[src/rtl/cluster_frame_scheduler_if.sv]
// Frame word handshake between the cluster scheduler and its consumer.
interface cluster_frame_scheduler_if;
  logic        frame_valid;
  logic        frame_ready;
  logic [27:0] frame_data;
  logic        frame_first;
  logic        frame_last;
  logic [11:0] frame_bx;
  logic [3:0]  frame_nvalid;

  modport master (
    output frame_valid,
    output frame_data,
    output frame_first,
    output frame_last,
    output frame_bx,
    output frame_nvalid,
    input  frame_ready
  );

  modport slave (
    input  frame_valid,
    input  frame_data,
    input  frame_first,
    input  frame_last,
    input  frame_bx,
    input  frame_nvalid,
    output frame_ready
  );
endinterface

[src/rtl/cluster_frame_scheduler.sv]
// Bunch-crossing timing, latch strobe and 2-deep cluster frame queue
// serialised as four two-cluster words per frame.
module cluster_frame_scheduler #(
  parameter int BX_MAX = 3563
) (
  input  logic        clock4x,
  input  logic        global_reset_n,
  input  logic        bc0,
  input  logic [1:0]  latch_phase,
  input  logic        drop_empty,
  output logic        latch_out,
  input  logic        clusters_valid,
  input  logic [87:0] adr_in,
  input  logic [23:0] cnt_in,
  output logic [7:0]  overflow_cnt,
  cluster_frame_scheduler_if.master frame
);

  typedef struct packed {
    logic [87:0] adr;
    logic [23:0] cnt;
    logic [11:0] bx;
    logic [3:0]  nvalid;
  } entry_t;

  logic [1:0]  phase;
  logic [11:0] bx;

  always_ff @(posedge clock4x or negedge global_reset_n) begin
    if (!global_reset_n) begin
      phase     <= '0;
      bx        <= '0;
      latch_out <= 1'b0;
    end else begin
      latch_out <= (phase == latch_phase);
      if (bc0) begin
        phase <= '0;
        bx    <= '0;
      end else begin
        phase <= phase + 2'd1;
        if (phase == 2'd3)
          bx <= (bx == 12'(BX_MAX)) ? '0 : bx + 12'd1;
      end
    end
  end

  // Invalid clusters are blanked on entry so the read side is a plain mux
  entry_t wr;

  always_comb begin
    wr    = '0;
    wr.bx = bx;
    for (int i = 0; i < 8; i++) begin
      if (adr_in[11*i+9 +: 2] != 2'b11) begin
        wr.adr[11*i +: 11] = adr_in[11*i +: 11];
        wr.cnt[3*i +: 3]   = cnt_in[3*i +: 3];
        wr.nvalid          = wr.nvalid + 4'd1;
      end else begin
        wr.adr[11*i +: 11] = 11'h7FF;
      end
    end
  end

  entry_t     mem [2];
  entry_t     head;
  logic       rd_ptr;
  logic       wr_ptr;
  logic [1:0] count;
  logic [1:0] w;
  logic       valid;
  logic       xfer;
  logic       pop;
  logic       push_req;
  logic       push;
  logic       drop;

  assign valid    = (count != 2'd0);
  assign xfer     = valid && frame.frame_ready;
  assign pop      = xfer && (w == 2'd3);
  assign push_req = clusters_valid
                 && !(drop_empty && wr.nvalid == 4'd0);
  assign push     = push_req && (count != 2'd2 || pop);
  assign drop     = push_req && count == 2'd2 && !pop;
  assign head     = mem[rd_ptr];

  always_ff @(posedge clock4x or negedge global_reset_n) begin
    if (!global_reset_n) begin
      mem[0]       <= '0;
      mem[1]       <= '0;
      rd_ptr       <= 1'b0;
      wr_ptr       <= 1'b0;
      count        <= '0;
      w            <= '0;
      overflow_cnt <= '0;
    end else begin
      if (push) begin
        mem[wr_ptr] <= wr;
        wr_ptr      <= ~wr_ptr;
      end
      if (pop)
        rd_ptr <= ~rd_ptr;
      if (xfer)
        w <= w + 2'd1;
      case ({push, pop})
        2'b10:   count <= count + 2'd1;
        2'b01:   count <= count - 2'd1;
        default: count <= count;
      endcase
      if (drop && overflow_cnt != 8'hFF)
        overflow_cnt <= overflow_cnt + 8'd1;
    end
  end

  always_comb begin
    frame.frame_valid  = valid;
    frame.frame_data   = '0;
    frame.frame_bx     = '0;
    frame.frame_nvalid = '0;
    frame.frame_first  = 1'b0;
    frame.frame_last   = 1'b0;
    if (valid) begin
      frame.frame_data = {
        head.cnt[6*int'(w)+3 +: 3],
        head.adr[22*int'(w)+11 +: 11],
        head.cnt[6*int'(w) +: 3],
        head.adr[22*int'(w) +: 11]
      };
      frame.frame_bx     = head.bx;
      frame.frame_nvalid = head.nvalid;
      frame.frame_first  = (w == 2'd0);
      frame.frame_last   = (w == 2'd3);
    end
  end

endmodule

[src/flat_wrapper.sv]
// flat-port wrapper written by rule: the top's interface ports become plain ports
module cluster_frame_scheduler_flat 
#(
  parameter int BX_MAX = 3563
)
  (clock4x, global_reset_n, bc0, latch_phase, drop_empty, latch_out, clusters_valid, adr_in, cnt_in, overflow_cnt, frame_frame_valid, frame_frame_data, frame_frame_first, frame_frame_last, frame_frame_bx, frame_frame_nvalid, frame_frame_ready);
  cluster_frame_scheduler_if frame_i ();
  input  logic clock4x;
  input  logic global_reset_n;
  input  logic bc0;
  input  logic [1:0] latch_phase;
  input  logic drop_empty;
  output logic latch_out;
  input  logic clusters_valid;
  input  logic [87:0] adr_in;
  input  logic [23:0] cnt_in;
  output logic [7:0] overflow_cnt;
  output wire logic [$bits(frame_i.frame_valid)-1:0] frame_frame_valid;
  output wire logic [$bits(frame_i.frame_data)-1:0] frame_frame_data;
  output wire logic [$bits(frame_i.frame_first)-1:0] frame_frame_first;
  output wire logic [$bits(frame_i.frame_last)-1:0] frame_frame_last;
  output wire logic [$bits(frame_i.frame_bx)-1:0] frame_frame_bx;
  output wire logic [$bits(frame_i.frame_nvalid)-1:0] frame_frame_nvalid;
  input wire logic [$bits(frame_i.frame_ready)-1:0] frame_frame_ready;
  assign frame_frame_valid = frame_i.frame_valid;
  assign frame_frame_data = frame_i.frame_data;
  assign frame_frame_first = frame_i.frame_first;
  assign frame_frame_last = frame_i.frame_last;
  assign frame_frame_bx = frame_i.frame_bx;
  assign frame_frame_nvalid = frame_i.frame_nvalid;
  assign frame_i.frame_ready = frame_frame_ready;
  cluster_frame_scheduler #(.BX_MAX(BX_MAX)) u_core (.clock4x(clock4x), .global_reset_n(global_reset_n), .bc0(bc0), .latch_phase(latch_phase), .drop_empty(drop_empty), .latch_out(latch_out), .clusters_valid(clusters_valid), .adr_in(adr_in), .cnt_in(cnt_in), .overflow_cnt(overflow_cnt), .frame(frame_i));
endmodule
[config.mk]
export PLATFORM = sky130hd
export DESIGN_NAME = cluster_frame_scheduler_flat
export DESIGN_NICKNAME = d
export VERILOG_FILES = /design/src/rtl/cluster_frame_scheduler_if.sv /design/src/rtl/cluster_frame_scheduler.sv /design/src/flat_wrapper.sv
export SDC_FILE = /design/constraint.sdc
export NUM_CORES = 1
export LEC_CHECK = 0
export CAP_MARGIN = 20
export CORE_MARGIN = 2
export CORE_UTILIZATION = 57
export DETAILED_ROUTE_END_ITERATION = 8
export GPL_ROUTABILITY_DRIVEN = 0
export PLACE_DENSITY = 0.92
export SETUP_SLACK_MARGIN = 0.2
export SYNTH_ARGS = -nofsm -noshare
export SYNTH_HDL_FRONTEND = slang
export SYNTH_SLANG_ARGS = --single-unit
[constraint.sdc]
create_clock -name clock4x -period 3.9 [get_ports clock4x]
set_input_delay 0.39 -clock clock4x [delete_from_list [all_inputs] [get_ports clock4x]]
set_output_delay 0.39 -clock clock4x [all_outputs]
set_load 0.01 [all_outputs]
==> results.sh, run 1 <==
export IMPL_yosysSeqAreaShare_pct=46.1
export IMPL_hpwl_um=33000
export IMPL_status="stopped before the end"
export IMPL_ioPinCount=176
export IMPL_dp_cells=2046
export IMPL_grt_use_total_pct=73.3
export IMPL_yosysTopAreaCell="dfrtp_1"
export IMPL_synth_cells=1532
export IMPL_stop_error="[ERROR GRT-0232] Routing congestion too high. Check the congestion heatmap in the GUI."
export IMPL_synth_seq_cells=285
export IMPL_yosys_warnings=0
export IMPL_synth_area_leaders="dfrtp_1 46%, mux4_2 11%, o21ai_0 7.4%"
export IMPL_synthArstFlopShare_pct=100
export IMPL_cts_root_buf="clkbuf_16"
export IMPL_netlist_area_um2=15500
export IMPL_io_buffer_count=175
export IMPL_syn_area_per_cell_um2=10.1
export IMPL_synth_edff_count=0
export IMPL_overflow=5
export IMPL_synth_nets=1667
export IMPL_clockBufferDepth=3
export IMPL_stop_stage="global routing (5_1_grt)"
export IMPL_netlist_cell_type_count=73
export IMPL_start_util_pct=57.7
export IMPL_die_x_um=169
export IMPL_rows=60
export IMPL_grt_max_degree=102
export IMPL_worst_ep_kind="register input"
export IMPL_synth_ff_type="dfrtp_1"
export IMPL_numCtsBuffers=29
export IMPL_synth_top_cell_area_share_pct=46.1
export IMPL_cts_sinks=285
export IMPL_crit_endpoint="u_core.mem[133]$_DFFE_PN0P_/D"
export IMPL_die_y_um=169
export IMPL_cts_htree_levels=1
## logic make-up after synthesis
group,after synthesis,share of synthesized area [%]
buffers and inverters,126,3.69
adders and majority gates,15,1.21
and+or+nand+nor,528,14.0
xor gates and xnor gates,28,2.00
AOI/OAI and AO/OA,341,12.8
DFF,285,46.1
muxes,209,20.2
## synth_stat cells (2+ instances only)
cell type	number
nand2b_1	5
nand2_1	285
a31oi_1	3
nand4_1	2
nor2b_1	9
o31ai_4	2
a21o_1	2
o31ai_1	6
o31ai_2	2
buf_6	3
o21ai_1	6
or2_2	4
a21boi_0	3
a211oi_1	17
buf_2	33
xnor3_1	3
buf_4	9
ha_1	15
mux2_4	9
or3_1	2
dfrtp_1	285
o22a_1	4
and3_1	4
nand3_1	13
and2_1	10
clkinv_1	2
clkbuf_1	56
o41ai_1	2
xnor2_1	11
a21oi_1	33
buf_1	10
nand3b_1	2
o22ai_1	4
nor3_1	14
o211ai_1	7
nor2_1	168
a221oi_1	2
mux2i_1	69
o21ai_0	229
mux2_1	7
nor3b_1	3
mux2_2	51
mux4_2	73
inv_1	13
xor2_1	12
## timing repair
item / 4_1_cts
setup endpoints to repair: 282
hold buffers: 1
hold endpoints to repair: 99
gates resized for setup: 251
cloned: 21
pin swaps: 37
setup buffers: 39
## layer usage
| layer | GRT overflow | global-route usage, % |
|---|---|---|
| met1 | 0 | 72.1 |
| met2 | 3 | 87.7 |
| met3 | 0 | 62.6 |
| met4 | 2 | 71.2 |
| met5 | 0 | 35.7 |
## per-stage QoR
| step | setup TNS, ps | worst slack (ps) | cell area [um2] | hold slack [ps] |
|---|---|---|---|---|
| floorplan | -344340 | -1440 | 15600 | 94.4 |
| global placement | -471990 | -1840 | 18300 | 456 |
| detailed placement | -526610 | -2070 | 18300 | 468 |
| CTS | -217840 | -901 | 20700 | 195 |
==> inputs of run 2 (changes only) <==
--- a/config.mk
+++ b/config.mk
@@ -7,11 +7,10 @@
 export LEC_CHECK = 0
 export CAP_MARGIN = 20
 export CORE_MARGIN = 2
-export CORE_UTILIZATION = 57
+export CORE_UTILIZATION = 40
 export DETAILED_ROUTE_END_ITERATION = 8
 export GPL_ROUTABILITY_DRIVEN = 0
-export PLACE_DENSITY = 0.92
-export SETUP_SLACK_MARGIN = 0.2
+export PLACE_DENSITY_LB_ADDON = 0.15
 export SYNTH_ARGS = -nofsm -noshare
 export SYNTH_HDL_FRONTEND = slang
 export SYNTH_SLANG_ARGS = --single-unit
==> run 2 against run 1 <==
Net effect: synthesized cell count unchanged; area after synthesis unchanged; the flow now finishes, with violations (setup timing).
==> results.sh, run 2 <==
export IMPL_holdCritPathClass="input port to flip-flop"
export IMPL_largest_reg_flops=256
export IMPL_syn_area_per_cell_um2=10.1
export IMPL_wl_um=50100
export IMPL_pre_cts_slack_ps=-2000
export IMPL_fin_total_pwr_mw=20.6
export IMPL_die_area_um2=40200
export IMPL_drtIter0Drc=948
export IMPL_status="finished, violations left"
export IMPL_crit_top_cell="ha_4"
export IMPL_layout_drive_gt1_share_pct=30.6
export IMPL_antenna_cells=0
export IMPL_synth_area_leaders="dfrtp_1 46%, mux4_2 11%, o21ai_0 7.4%"
export IMPL_cts_root_buf="clkbuf_16"
export IMPL_slowest_delay_ps=360
export IMPL_required_ps=4300
export IMPL_hpwl_um=33000
export IMPL_tritoncts="done"
export IMPL_drcViolationCount=0
export IMPL_period_needed_ps=4770
export IMPL_worstSetupStartpointType="input port"
export IMPL_netlist_cell_type_count=73
export IMPL_synth_nets=1667
export IMPL_hold_violations=0
export IMPL_whs_ps=228
export IMPL_drv_cap=0
export IMPL_largest_register="u_core.mem"
export IMPL_yosys_warnings=0
export IMPL_tightestPinTransition_ps=717
export IMPL_ant_nets=0
export IMPL_fmax_mhz=210
export IMPL_wl_per_cell_um=21.2
export IMPL_synth_cells=1532
export IMPL_cts_reportedPaths_clkPinSlew_ps=60
export IMPL_finalWorstSetupSlack_ps=-872
export IMPL_top_regs="u_core.mem x256, u_core.bx x12, u_core.overflow_cnt x8"
export IMPL_numCtsBuffers=34
export IMPL_synthArstFlopShare_pct=100
export IMPL_start_util_pct=40.3
export IMPL_grt_pass1_vias=12800
export IMPL_worstPathMaxFanout=5
export IMPL_layout_commonest_cell="dfrtp_1"
export IMPL_cellPowerDensity_nw_per_um2=932
export IMPL_netlist_area_um2=15500
export IMPL_rows=72
export IMPL_dr_total_vias=13000
export IMPL_yosysTopAreaCell="dfrtp_1"
export IMPL_utilization_pct=57.6
export IMPL_ioPinCount=176
export IMPL_finalMaxSlewViolations=0
export IMPL_synth_seq_cells=285
export IMPL_die_x_um=201
export IMPL_cp_end_kind="flip-flop"
export IMPL_yosysSeqAreaShare_pct=46.1
export IMPL_path_class="input port to flip-flop"
export IMPL_setup_viol=276
export IMPL_grt_pass1_wl_um=76000
export IMPL_fin_skew_ps=14.0
export IMPL_clockBufferDepth=3
export IMPL_p_leak_nw=9.88
export IMPL_finalCritPeriodShare_pct=122
export IMPL_max_vdd_ir_drop_uv=763
export IMPL_syn2layout_area_growth_pct=43.0
export IMPL_arrival_ps=5170
export IMPL_ys_top_cells_by_count="285 x dfrtp_1, 285 x nand2_1, 229 x o21ai_0"
export IMPL_layout_common_cells="283 x dfrtp_1, 200 x nand2_1, 168 x clkdlybuf4s50_1"
export IMPL_die_y_um=201
export IMPL_relSlewSlack_pct=52.0
export IMPL_core_area_um2=38400
export IMPL_grt_use_total_pct=24.2
export IMPL_rsz0062_at_grt="yes"
export IMPL_routed_via_density=5.49
export IMPL_grt_max_degree=86
export IMPL_overflow=0
export IMPL_cts_sinks=285
export IMPL_synth_ff_type="dfrtp_1"
export IMPL_crit_path_top_delay_cell="o32a_4"
export IMPL_synth_top_cell_area_share_pct=46.1
export IMPL_synth_edff_count=0
export IMPL_antenna_found_initial=0
export IMPL_violations="setup timing"
export IMPL_cts_htree_levels=2
export IMPL_nets=1956
export IMPL_io_buffer_count=175
export IMPL_drtPass1Iterations=5
export IMPL_clock_latency_ps=520
## run 2: cell counts after synthesis
Identical to the previous run, type by type.
## run 2: report_power, final
part | internal (mW) | leakage (nW) | switching [mW]
combinational | 6.16 | 5.75 | 5.89
sequential | 4.22 | 3.55 | 1.05
clock | 2.02 | 0.577 | 1.25
## run 2: path summary, 6_finish.rpt
check	cells after the start	end	slack [ps]	startpoint
max reg2reg	12	u_core.mem[232]	990	u_core.w[0]
min in group asynchronous	2	u_core.mem[89]	480	global_reset_n
min reg2reg	1	u_core.phase[0]	470	u_core.phase[0]
max in group asynchronous	3	u_core.rd_ptr	2490	global_reset_n
min	3	u_core.mem[50]	230	adr_in[10]
max	30	u_core.mem[116]	-870	adr_in[21]
## run 2: kinds of logic after synthesis
family	count (synthesis)	share of synthesized area (%)
buffers and inverters	126	3.69
AND/OR/NAND/NOR	528	14.0
flip-flops	285	46.1
multiplexers	209	20.2
AO/OA/AOI/OAI	341	12.8
adder cells (fa/ha/maj)	15	1.21
XOR/XNOR	28	2.00
## run 2: area by class of cell
cell class | count | area, um2
clock buffer | 53 | 1080
clock inverter | 7 | 85.1
fill | 3253 | 16300
inverter | 15 | 61.3
multi-input combinational | 1121 | 8700
sequential | 285 | 7140
tap | 518 | 648
timing repair buffer | 364 | 4400
## run 2: routing by layer
metal	vias to the layer above	routed length, um	track usage, %
met5	-	0	0
met4	0	1360	6.88
met3	74	3160	4.45
met2	421	22700	37.1
met1	6470	22900	35.2
li1	6006	-	-
## run 2: repair_timing
item                       in CTS  in global routing
gates cloned                   17                 22
setup endpoints to repair     275                278
hold endpoints to repair       75                  0
resized for setup             163                300
hold buffers                    1                  0
pin swaps                      19                107
setup buffers                  23                 11
## run 2: metrics by stage
stage / setup TNS [ps] / instance area, um2 / instances
floorplan: -344340 / 15600 / 1532
global placement: -485490 / 18600 / 2235
detailed placement: -508370 / 18600 / 2235
CTS: -184040 / 20800 / 2336
global route: -239620 / 22100 / 2363
finish: -198510 / 22100 / 2363
## run 2: worst max-delay path: cells and delay by family
family | cells | cell delay [ps]
AOI/OAI and AO/OA | 9 | 1670
adders and majority gates | 6 | 1460
buffers and inverters | 6 | 660
muxes | 1 | 300
and+or+nand+nor | 8 | 710
Power figures use the tool's default switching activity.
==> inputs of run 3 (changes only) <==
==> constraint.sdc (replaced) <==
create_clock -name clock4x -period 4.3 [get_ports clock4x]
set_input_delay 0.43 -clock clock4x [delete_from_list [all_inputs] [get_ports clock4x]]
set_output_delay 0.43 -clock clock4x [all_outputs]
set_load 0.01 [all_outputs]
==> run 3 against run 2 <==
Net effect: the run still ends with setup timing left; non-clock buffer count is 9 higher; final cell count rose by 0.47%; utilization increased by 1.3 points; worst hold slack got worse by 220 ps; wire length grew 5.7%; first-iteration DRC count down 7.7%; critical path type unchanged; critical endpoint is now u_core.mem[221]; largest power group unchanged; highest routed layer unchanged.
==> results.sh, run 3 (synthesis results as in run 2) <==
export IMPL_status="finished, violations left"
export IMPL_violations="setup timing"
export IMPL_cp_top_family="compound AO/OA/AOI/OAI gates"
export IMPL_rows=72
export IMPL_core_area_um2=38400
export IMPL_utilization_pct=58.9
export IMPL_multi_input_area_um2=8950
export IMPL_fin_total_pwr_mw=19.3
export IMPL_syn2layout_area_growth_pct=46.3
export IMPL_layout_drive_gt1_share_pct=34.4
export IMPL_drtPass1Iterations=5
export IMPL_top_layer="met4"
export IMPL_nets=1966
export IMPL_cellPowerDensity_nw_per_um2=853
export IMPL_wl_met2_um=24700
export IMPL_wl_um=53000
export IMPL_dr_wl_met3_um=3330
export IMPL_max_vdd_ir_drop_uv=515
export IMPL_grt_use_total_pct=25.0
export IMPL_grt_pass1_wl_um=77900
export IMPL_rsz0062_at_grt="yes"
export IMPL_clockBufferDepth=3
export IMPL_tightestPinTransition_ps=917
export IMPL_path_class="input port to flip-flop"
export IMPL_finalWorstSetupSlack_ps=-542
export IMPL_die_x_um=201
export IMPL_wl_met1_um=23700
export IMPL_crit_path_top_delay_cell="o32a_4"
export IMPL_r2r_start="u_core.w[0]"
export IMPL_p_leak_nw=10.1
export IMPL_required_ps=4700
export IMPL_cts_root_buf="clkbuf_16"
export IMPL_antenna_found_initial=2
export IMPL_largest_reg_flops=256
export IMPL_pre_cts_slack_ps=-1620
export IMPL_routed_via_density=5.63
export IMPL_clock_latency_ps=530
export IMPL_arrival_ps=5250
export IMPL_fmax_mhz=207
export IMPL_dpl_instance_area_um2=18500
export IMPL_layout_commonest_cell="dfrtp_1"
export IMPL_final_area_um2=22600
export IMPL_hold_violations=0
export IMPL_die_area_um2=40200
export IMPL_nFillCells=3159
export IMPL_r2r_end="u_core.mem[153]"
export IMPL_cts_htree_levels=2
export IMPL_grt_max_degree=114
export IMPL_io_buffer_count=175
export IMPL_start_util_pct=40.3
export IMPL_area_sequential_um2=7140
export IMPL_slowest_delay_ps=350
export IMPL_dr_total_vias=13400
export IMPL_rrSetupSlack_ps=1020
export IMPL_cts_sinks=285
export IMPL_worstSetupStartpointType="input port"
export IMPL_worstPathMaxFanout=5
export IMPL_tritoncts="done"
export IMPL_cp_num_buf_inv=7
export IMPL_cts_reportedPaths_clkPinSlew_ps=60
export IMPL_top_regs="u_core.mem x256, u_core.bx x12, u_core.overflow_cnt x8"
export IMPL_relSlewSlack_pct=38.8
export IMPL_finalMaxSlewViolations=0
export IMPL_crit_top_cell="ha_4"
export IMPL_setup_viol=265
export IMPL_fin_skew_ps=23.6
export IMPL_overflow=0
export IMPL_hpwl_um=33200
export IMPL_drcViolationCount=0
export IMPL_r2r_cells=16
export IMPL_period_needed_ps=4840
export IMPL_drtIter0Drc=875
export IMPL_grt_pass1_vias=13100
export IMPL_die_y_um=201
export IMPL_numCtsBuffers=35
export IMPL_drv_cap=0
export IMPL_cp_end_kind="flip-flop"
export IMPL_totalNegativeSetupSlack_ps=-107950
export IMPL_wl_per_cell_um=22.3
export IMPL_holdCritPathClass="input port to async pin"
export IMPL_ioPinCount=176
export IMPL_finalCritPeriodShare_pct=113
export IMPL_largest_register="u_core.mem"
export IMPL_layout_common_cells="283 x dfrtp_1, 168 x clkdlybuf4s50_1, 166 x nand2_1"
export IMPL_ant_nets=0
## run 3: cell types whose count changed in the layout (fill, tap and decap cells not counted), moves of 7 or more
cell and change:
nand2_1 -34, nand2_2 +25, o21ai_0 -20, o21ai_2 +19, buf_16 +11, nand2_4 +9, buf_8 +7
## run 3: how the worst max path moves through the flow
stage | startpoint | end | slack, ps | depth (start not counted)
after floorplan | adr_in[9] | u_core.mem[189] | -1080 | 31
after global placement | adr_in[20] | u_core.mem[254] | -1530 | 28
after detailed placement | adr_in[20] | u_core.mem[137] | -1620 | 28
after CTS | adr_in[10] | u_core.mem[243] | -570 | 31
after global routing | adr_in[20] | u_core.mem[221] | -700 | 31
final | adr_in[20] | u_core.mem[221] | -540 | 31
## run 3: layout make-up
type                    count  share of cell area [%]
clock inverters             6                   0.382
clock buffers              54                    4.82
inverters                  15                   0.271
repair buffers            373                    20.5
multi-input cells        1121                    39.6
flip-flops and latches    285                    31.6
well taps                 518                    2.87
diodes                      2                  0.0221
## run 3: report_power, final
part / leakage, nW / internal [mW] / switching [mW]
sequential: 3.55 / 3.83 / 1.01
combinational: 5.93 / 5.87 / 5.55
clock: 0.576 / 1.86 / 1.17
## run 3: through the flow
stage	instances	hold slack, ps
global placement	2225	456
detailed placement	2225	465
finish	2374	10.4
floorplan	1532	134
global route	2372	67.0
CTS	2340	47.9
## run 3: worst reg2reg max path, cell delays in order (launching register included)
cell and delay [ps]:
dfrtp_4 430, buf_4 560, ha_1 300, buf_4 240, nand2_1 170, nand3b_1 180, nand2_1 120, nor2_1 190
o31ai_4 110, buf_12 140, buf_12 120, buf_12 130, buf_4 140, buf_12 140, buf_6 120, nand2_2 40
o21ai_1 50
## run 3: metal layers
layer / vias up / track usage (%)
li1: 6040 / -
met1: 6793 / 36.0
met2: 448 / 39.3
met3: 84 / 4.38
met4: 0 / 6.46
met5: - / 0
## run 3: what timing repair did
item / CTS / global route
hold buffers: 0 / 0
cloned: 24 / 19
pin swaps: 35 / 108
buffers inserted: 31 / 23
setup endpoints to repair: 267 / 271
resized for setup: 215 / 366
==> inputs of run 4 (changes only) <==
--- a/config.mk
+++ b/config.mk
@@ -7,10 +7,11 @@
 export LEC_CHECK = 0
 export CAP_MARGIN = 20
 export CORE_MARGIN = 2
-export CORE_UTILIZATION = 40
+export CORE_UTILIZATION = 52
 export DETAILED_ROUTE_END_ITERATION = 8
 export GPL_ROUTABILITY_DRIVEN = 0
 export PLACE_DENSITY_LB_ADDON = 0.15
+export SKIP_CTS_REPAIR_TIMING = 1
 export SYNTH_ARGS = -nofsm -noshare
 export SYNTH_HDL_FRONTEND = slang
 export SYNTH_SLANG_ARGS = --single-unit
==> run 4 against run 3 <==
Net effect: the run still ends with setup timing left; worst setup slack got worse by 95 ps; total power decreased by 5.3%; final cell count decreased by 6.7%; clock power decreased by 11%; critical path depth decreased by 1; first-iteration DRC count increased by 61%; critical path type unchanged; register-to-register slack improved by 170 ps; flip-flop and latch count unchanged; wire length decreased by 6.6%; non-clock buffer count decreased by 25; worst hold slack improved by 44 ps; critical endpoint is now u_core.mem[138].
==> results.sh, run 4 (synthesis results as in run 2) <==
export IMPL_status="finished, violations left"
export IMPL_violations="setup timing"
export IMPL_rrSetupSlack_ps=1190
export IMPL_period_needed_ps=4940
export IMPL_r2r_start="u_core.w[0]"
export IMPL_tritoncts="done"
export IMPL_dr_total_vias=13400
export IMPL_routed_via_density=6.02
export IMPL_rsz0062_at_grt="yes"
export IMPL_slowest_delay_ps=410
export IMPL_r2r_end="u_core.mem[128]"
export IMPL_max_vdd_ir_drop_uv=508
export IMPL_cts_root_buf="clkbuf_16"
export IMPL_fmax_mhz=203
export IMPL_grt_use_total_pct=28.4
export IMPL_p_clk_share_pct=14.7
export IMPL_start_util_pct=52.4
export IMPL_rows=63
export IMPL_die_x_um=176
export IMPL_finalWorstSetupSlack_ps=-637
export IMPL_power_switching_mw=7.44
export IMPL_cts_sinks=285
export IMPL_crit_path_top_delay_cell="o32a_4"
export IMPL_drtPass1Iterations=5
export IMPL_drv_cap=0
export IMPL_r2r_cells=14
export IMPL_layout_common_cells="283 x dfrtp_1, 176 x nand2_1, 168 x clkdlybuf4s50_1"
export IMPL_setup_viol=265
export IMPL_pwr_share_seq_pct=26.6
export IMPL_grt_pass1_wl_um=68900
export IMPL_core_area_um2=29500
export IMPL_layout_commonest_cell="dfrtp_1"
export IMPL_finalMaxSlewViolations=0
export IMPL_nets=1940
export IMPL_grt_pass1_vias=12300
export IMPL_worstPathMaxFanout=7
export IMPL_die_area_um2=31100
export IMPL_top_regs="u_core.mem x256, u_core.bx x12, u_core.overflow_cnt x8"
export IMPL_p_leak_nw=9.72
export IMPL_worstSetupStartpointType="input port"
export IMPL_clockBufferDepth=3
export IMPL_wl_um=49500
export IMPL_fin_total_pwr_mw=18.3
export IMPL_drcViolationCount=0
export IMPL_numCtsBuffers=34
export IMPL_die_y_um=176
export IMPL_cp_num_buf_inv=6
export IMPL_largest_register="u_core.mem"
export IMPL_grt_max_degree=125
export IMPL_fin_skew_ps=15.5
export IMPL_cellPowerDensity_nw_per_um2=843
export IMPL_ant_nets=0
export IMPL_largest_reg_flops=256
export IMPL_cts_reportedPaths_clkPinSlew_ps=50
export IMPL_overflow=0
export IMPL_arrival_ps=5320
export IMPL_path_class="input port to flip-flop"
export IMPL_cp_end_kind="flip-flop"
export IMPL_wl_per_cell_um=22.3
export IMPL_io_buffer_count=175
export IMPL_cp_top_family="compound AO/OA/AOI/OAI gates"
export IMPL_relSlewSlack_pct=34.7
export IMPL_drtIter0Drc=1411
export IMPL_utilization_pct=73.5
export IMPL_tightestPinTransition_ps=980
export IMPL_p_int_mw=10.8
export IMPL_ioPinCount=176
export IMPL_comb_power_share_pct=58.7
export IMPL_swShare_pct=40.7
export IMPL_clock_latency_ps=510
export IMPL_hpwl_um=30500
export IMPL_cts_htree_levels=2
export IMPL_hold_violations=0
export IMPL_antenna_found_initial=2
export IMPL_crit_top_cell="ha_4"
export IMPL_finalCritPeriodShare_pct=115
export IMPL_required_ps=4690
export IMPL_layout_drive_gt1_share_pct=32.1
export IMPL_holdCritPathClass="input port to async pin"
export IMPL_syn2layout_area_growth_pct=40.2
## run 4: cell types whose count changed in the layout (fill, tap and decap cells not counted), sizes merged
| cell | before | now |
|---|---|---|
| clkinv | 5 | 6 |
| bufinv | 2 | 1 |
| clkbuf | 71 | 79 |
| dlymetal6s2s | 0 | 2 |
| clkinvlp | 1 | 0 |
| inv | 13 | 15 |
| buf | 186 | 147 |
| dlygate4sd2 | 2 | 0 |
## run 4: worst max-delay path by stage
stage	from	end	depth (start not counted)
6_report	adr_in[10]	u_core.mem[138]	30
5_1_grt	adr_in[21]	u_core.mem[255]	29
4_1_cts	adr_in[20]	u_core.mem[118]	29
3_5_place_dp	adr_in[20]	u_core.mem[122]	29
3_3_place_gp	adr_in[20]	u_core.mem[135]	28
2_1_floorplan	adr_in[9]	u_core.mem[189]	31
## run 4: area by class of cell
type	count	area, um2
clock inverters	7	71.3
fillers	2017	7800
clock buffers	48	945
well taps	390	488
flip-flops and latches	285	7140
inverters	15	66.3
multi-input cells	1121	8860
repair buffers	348	4100
diodes	2	5.00
## run 4: worst reg2reg max path, delay by kind of cell, from the launching register on
family                   cells  cell delay (ps)
adder cells (fa/ha/maj)      1              290
AND/OR/NAND/NOR              5              780
flip-flops                   1              420
AO/OA/AOI/OAI                2              180
buffers and inverters        6             1320
## run 4: power groups by stage
stage / registers (mW) / clock network, mW / logic, mW
final: 4.87 / 2.69 / 10.7
after global routing: 4.99 / 2.83 / 11.4
after CTS: 4.65 / 2.71 / 8.64
after detailed placement: 4.68 / 0 / 8.59
after global placement: 4.62 / 0 / 8.44
after floorplan: 4.35 / 0 / 5.80
## run 4: metal layers
metal | wire (um) | vias up | share of wire, % | GRT usage [%]
met3 | 4230 | 88 | 8.6 | 5.49
met2 | 23500 | 570 | 48 | 43.6
li1 | - | 5965 | - | -
met5 | 0 | - | 0 | 0
met1 | 20400 | 6727 | 41 | 41.6
met4 | 1340 | 0 | 2.7 | 8.09
## run 4: per-stage QoR
stage	instance area (um2)	worst slack [ps]	TNS, ps	cells	hold slack, ps
after detailed placement	18300	-1660	-412890	2088	467
final	21700	-637	-136390	2216	54.4
after CTS	19300	-1140	-278070	2143	90.3
after global placement	18300	-1460	-371710	2088	456
after global routing	21700	-808	-183780	2214	121
after floorplan	15600	-1080	-248220	1532	134
